**config.mk**
```make
export PLATFORM = sky130hd
export DESIGN_NAME = mux_n_stream
export DESIGN_NICKNAME = d
export VERILOG_FILES = /design/src/rtl/mux_n_stream.sv
export SDC_FILE = /design/constraint.sdc
export NUM_CORES = 1
export LEC_CHECK = 0
export ABC_CLOCK_PERIOD_IN_PS = 2900
export CORE_ASPECT_RATIO = 0.8
export CORE_UTILIZATION = 35
export CTS_BUF_LIST = sky130_fd_sc_hd__clkbuf_8
export DETAILED_ROUTE_END_ITERATION = 7
export PLACE_DENSITY = 0.89
export SYNTH_ARGS = -nofsm -noshare
export SYNTH_HDL_FRONTEND = slang
export SYNTH_SLANG_ARGS = --single-unit
export TNS_END_PERCENT = 30
```
**constraint.sdc**
```tcl
create_clock -name clk -period 2.9 [get_ports clk]
set_clock_uncertainty 0.1 [all_clocks]
set_input_delay 0.29 -clock clk [delete_from_list [all_inputs] [get_ports clk]]
set_output_delay 0.29 -clock clk [all_outputs]
set_load 0.02 [all_outputs]
```
**src/rtl/mux_n_stream.sv**
```systemverilog
// mux_n_stream: N-channel valid/ready stream multiplexer with a registered output stage.
// MODE 0 forwards the channel named by sel, MODE 1 round-robins; `MUX_CH_TAG_EN adds out_ch.
module mux_n_stream #(
  parameter int N_CH  = 4,
  parameter int WIDTH = 8,
  parameter int MODE  = 0,
  localparam int SEL_W = (N_CH > 1) ? $clog2(N_CH) : 1
) (
  input  logic                  clk,
  input  logic                  rst,
  input  logic [SEL_W-1:0]      sel,
  input  logic [N_CH-1:0]       in_valid,
  input  logic [N_CH*WIDTH-1:0] in_data,
  output logic [N_CH-1:0]       in_ready,
  output logic                  out_valid,
  input  logic                  out_ready,
  output logic [WIDTH-1:0]      out_data
`ifdef MUX_CH_TAG_EN
  ,
  output logic [SEL_W-1:0]      out_ch
`endif
);

  logic             out_valid_q, out_valid_d;
  logic [WIDTH-1:0] out_data_q, out_data_d;
  logic [SEL_W-1:0] rr_ptr_q, rr_ptr_d;
`ifdef MUX_CH_TAG_EN
  logic [SEL_W-1:0] out_ch_q, out_ch_d;
`endif

  logic             load;
  logic             pick_ok;
  logic [SEL_W-1:0] pick_idx;
  logic             xfer;
  logic [WIDTH-1:0] pick_data;
  logic [WIDTH-1:0] ch_data [N_CH];

  generate
    for (genvar gi = 0; gi < N_CH; gi++) begin : g_unpack
      assign ch_data[gi] = in_data[gi*WIDTH +: WIDTH];
    end
  endgenerate

  // The output register accepts a new word whenever it is empty or being drained.
  assign load = !out_valid_q | out_ready;

  always_comb begin : chooser
    int idx;
    idx      = 0;
    pick_ok  = 1'b0;
    pick_idx = '0;
    if (MODE == 1) begin
      // Scan from rr_ptr upwards; wrap by compare so non-power-of-2 N_CH works.
      for (int off = 0; off < N_CH; off++) begin
        idx = int'(rr_ptr_q) + off;
        if (idx >= N_CH) idx = idx - N_CH;
        if (!pick_ok && in_valid[idx]) begin
          pick_ok  = 1'b1;
          pick_idx = SEL_W'(idx);
        end
      end
    end else if (N_CH == 1) begin
      pick_ok = 1'b1;
    end else if (int'(sel) < N_CH) begin
      pick_ok  = 1'b1;
      pick_idx = sel;
    end
  end

  generate
    for (genvar gi = 0; gi < N_CH; gi++) begin : g_ready
      assign in_ready[gi] = !rst && load && pick_ok && (pick_idx == SEL_W'(gi)) &&
                            ((MODE != 1) || in_valid[gi]);
    end
  endgenerate

  assign xfer      = |(in_valid & in_ready);
  assign pick_data = ch_data[pick_idx];

  always_comb begin
    out_valid_d = out_valid_q;
    out_data_d  = out_data_q;
    rr_ptr_d    = rr_ptr_q;
`ifdef MUX_CH_TAG_EN
    out_ch_d    = out_ch_q;
`endif
    if (load) begin
      out_valid_d = xfer;
      if (xfer) begin
        out_data_d = pick_data;
`ifdef MUX_CH_TAG_EN
        out_ch_d   = pick_idx;
`endif
      end
    end
    if ((MODE == 1) && xfer) begin
      rr_ptr_d = (int'(pick_idx) == N_CH - 1) ? '0 : pick_idx + SEL_W'(1);
    end
  end

  always_ff @(posedge clk or posedge rst) begin
    if (rst) begin
      out_valid_q <= 1'b0;
      out_data_q  <= '0;
      rr_ptr_q    <= '0;
`ifdef MUX_CH_TAG_EN
      out_ch_q    <= '0;
`endif
    end else begin
      out_valid_q <= out_valid_d;
      out_data_q  <= out_data_d;
      rr_ptr_q    <= rr_ptr_d;
`ifdef MUX_CH_TAG_EN
      out_ch_q    <= out_ch_d;
`endif
    end
  end

  assign out_valid = out_valid_q;
  assign out_data  = out_data_q;
`ifdef MUX_CH_TAG_EN
  assign out_ch    = out_ch_q;
`endif

endmodule

```
## Word-level counts from Yosys, hierarchy flattened

Index checks and enable logic that the tools add are counted.

| word-level totals | value |
|---|---|
| memories | 0 |
| ROM bits | 0 |
| logic and storage cells | 22 |
| bits in latches | 0 |
| memory bits (writable) | 0 |
| register bits after elaboration | 9 |

| operators by class | value |
|---|---|
| shift operators | 0 |
| eq/ne operators | 3 |
| bitwise logic cells | 3 |
| multiply operators | 0 |
| mux-type cells | 3 |
| order comparisons | 1 |
| div/mod/pow operators | 0 |
| add/subtract/negate cells | 0 |
| reduce and logical (&&, ||, !) cells | 10 |

Operators with widths:

| operator | number |
|---|---|
| $bmux 8 s2 | 1 |
| $mux 8 | 2 |
| $logic_and 1x1->1 | 5 |
| $and 4x4->4 | 1 |
| $eq 2x2->1 const B | 2 |
| $reduce_or 4->1 | 1 |
| $ge 3x3->1 const B | 1 |
| $not 2->3 | 1 |
| $eq 2x1->1 const B | 1 |
| $logic_not 1->1 | 2 |
| $logic_not 2->1 | 1 |
| $reduce_and 2->1 | 1 |
| $or 1x1->1 | 1 |

## Longest topological paths before layout

| depth | value |
|---|---|
| depth after elaboration | 7 |
| mapped depth | 3 |

## Least setup slack after synthesis

No wires, ideal clock.

| timing | value |
|---|---|
| path kind | register to output |
| from | reg out_valid_q (netlist: out_valid) |
| to | out in_ready[1] |
| arrival | 1.357 ns |
| setup slack | 1.153 ns |
| cell stages (with the launch flop) | 3 |
| path through | dfrtp_1 -> nor2b_1 -> nor4b_1 |

| on the way | value |
|---|---|
| cells in the longest elaborated chain, start to end | 4 |

Ends and longest elaborated chain:

| element | line | source |
|---|---|---|
| start, declared | 24 | `logic out_valid_q, out_valid_d;` |
| start signal, assigned | 110 | `out_valid_q <= out_valid_d;` |
| $logic_not 1->1 | 45 | `assign load = !out_valid_q \| out_ready;` |
| $or 1x1->1 | 45 |  |
| $logic_and 1x1->1 (2 in series) | 72 | `assign in_ready[gi] = !rst && load && pick_ok && (pick_idx == SEL_W'(gi)) &&` |
| end, declared | 14 | `output logic [N_CH-1:0] in_ready,` |

Every way passes these cells.

## Worst setup path after layout

| timing | value |
|---|---|
| from | in sel[0] |
| to | out in_ready[2] |

| on the way | value |
|---|---|
| cells in the longest elaborated chain, start to end | 2 |

Ends and longest elaborated chain:

| element | line | source |
|---|---|---|
| start, declared | 11 | `input logic [SEL_W-1:0] sel,` |
| $eq 2x2->1 | 72 |  |
| $logic_and 1x1->1 | 72 |  |

Every way passes these cells.

==> flow_summary.toml <==
[clock_tree]
clk_latency_ns = 0.22
cts_buffers = 3
ctsHoldBuffers = 0
postCtsSetupBuffers = 0
clk_pin_slew_worst_paths_ns = 0.05
cts_sinks = 9
cts_root_buf = "clkbuf_8"
cts_resized = 0
cts_max_level = 1
cts_buffer_depth = 2
cts_tree = "done"

[run_status]
status = "finished, final reports clean"

[synthesis]
synth_edf_count = 0
async_flop_share_pct = 100
synth_nets = 78
synth.yosys.seq_area_share_pct = 35.4
syn-instance-count = 37
syn_area_um2 = 636
synth.distinct_cells = 14
yosysWarnings = 0
synth_top_area_cell = "dfrtp_1"
postSynthAreaPerCell_um2 = 17.2
synthTopCellsByArea = "dfrtp_1 35%, mux4_2 25%, mux2_4 19%, mux4_1 8.3%, nand3_4 2.8%"
ys_top_cells_by_count = "9 x dfrtp_1, 8 x mux2_4, 7 x mux4_2, 2 x mux4_1, 2 x nor4b_1"
ys_ff_latch = 9
synth.most_common_cell = "dfrtp_1"
synth_top_area_share_pct = 35.4
synth-main-ff-cell = "dfrtp_1"

[finish]
multi_input_area_um2 = 398
layout.cells.non_filler = 117
syn_to_final_growth_pct = 97.0
layout-drive-gt1-share_pct = 24.2
utilization_pct = 75.5
final_nets = 137
design_area_mm2 = 0.00125
regArea_um2 = 225
fillers = 121
diodes = 0

[sta]
setup_viol = 0
slew_headroom_pct = 75.9
tightest_slew_ns = 0.361
rsz0062_at_grt = "false"
finalMaxSlewViolations = 0
hold_viol = 0
fin_crit_ns = 2.32
holdWs_ns = 0.365
finalSetupTns_ns = 0
fin_ws_ns = 0.581
post-route-period-util_pct = 80.0
fmax_ghz = 0.431

[drt]
wire_per_inst_um = 15.4
drtPass1Iterations = 4
antenna_left = 0
vias = 586
route.detailed.drc = 0
postRouteWirelength_um = 1800
drtIter0Drc = 6
drt-vias-per-instance = 5.01

[setup_path]
crit_required_ns = 2.51
rr_startpoint = "out_valid"
cp.arrival_ns = 1.93
ff2ff_path_depth = 3
criticalPathCategory = "in -> out"
worstPathMaxFanout = 9
ff2ff_setup_slack_ns = 1.60
worstReg2RegEnd = "out_data[5]"
cp-end-kind = "output pin"
worstSetupStartpointType = "primary input"

[pwr]
p_total_mw = 0.602
ir_drop_v = 0.000306
p_leak_nw = 0.516
power_density_mw_per_mm2 = 480

[place]
dp_hpwl_um = 1500
place_ws_ns = 0.535
place_inst = 113
postPlaceCellArea_mm2 = 0.00121
io_buffers = 53
gp_congestion = 0.661

[floorplan]
io_pins = 54
dieArea_mm2 = 0.00199
rows = 13
start_util_pct = 38.3
die_h_um = 40.1
core_mm2 = 0.00166
die_x_um = 49.6

[global_route]
overflow = 0
track_usage_pct = 20.1
grt_pass1_vias = 631
grt_max_degree = 11
grt_pass1_wl_um = 2790
antenna_found_initial = 0

[min_path]
hp-class = "in -> async"

[run]
cap_viol_max_count = 0
## critical path, stage by stage
cell	delay [ns]
clkdlybuf4s50_1	0.59
nor4b_1	0.38
clkdlybuf4s50_1	0.67
## where the power goes
part / total [mW] / switching, mW / leakage (nW) / internal (mW)
combinational: 0.280 / 0.101 / 0.383 / 0.178
sequential: 0.181 / 0.0207 / 0.106 / 0.161
clock: 0.141 / 0.0486 / 0.0269 / 0.0921
## flip-flops by register name, summed over array words and instances, names as in the netlist
signal	cells
out_data	8
out_valid	1
## cells by family after synthesis
family | after synthesis | synth area share, %
and+or+nand+nor | 8 | 10.6
buffers and inverters | 3 | 1.97
muxes | 17 | 52.0
DFF | 9 | 35.4
## how the worst max path moves through the flow
stage | from | to | slack [ns] | cells after the start
finish | sel[0] | in_ready[2] | 0.58 | 3
global route | sel[0] | in_ready[2] | 0.47 | 3
CTS | sel[0] | in_ready[2] | 0.53 | 3
detailed placement | sel[0] | in_ready[2] | 0.54 | 3
global placement | sel[0] | out_data[3] | 0.58 | 4
floorplan | out_valid | in_ready[1] | 1.15 | 2
## area by class of cell
| class | instances | area share (%) |
|---|---|---|
| Multi-Input combinational cell | 25 | 31.8 |
| Tap cell | 22 | 2.20 |
| Inverter | 1 | 0.300 |
| Timing Repair Buffer | 56 | 44.2 |
| Clock buffer | 3 | 3.30 |
| Clock inverter | 1 | 0.300 |
| Sequential cell | 9 | 18.0 |
## layer usage
metal | track usage, % | vias up | routed length [um]
li1 | - | 271 | -
met4 | 6.43 | 0 | 0
met5 | 0 | - | 0
met1 | 20.7 | 276 | 674
met3 | 8.33 | 0 | 200
met2 | 38.5 | 39 | 928
## cells in the final DEF (no fill, tap or decap), drive strengths merged
cell           instances
clkbuf                 3
nor2b                  1
nor4b                  2
dfrtp                  9
and4                   1
nor4                   1
buf                    3
inv                    2
nand3                  1
mux4                   9
nand2b                 1
nand2                  1
mux2                   8
clkdlybuf4s50         53
(Power assumes the default switching activity.)
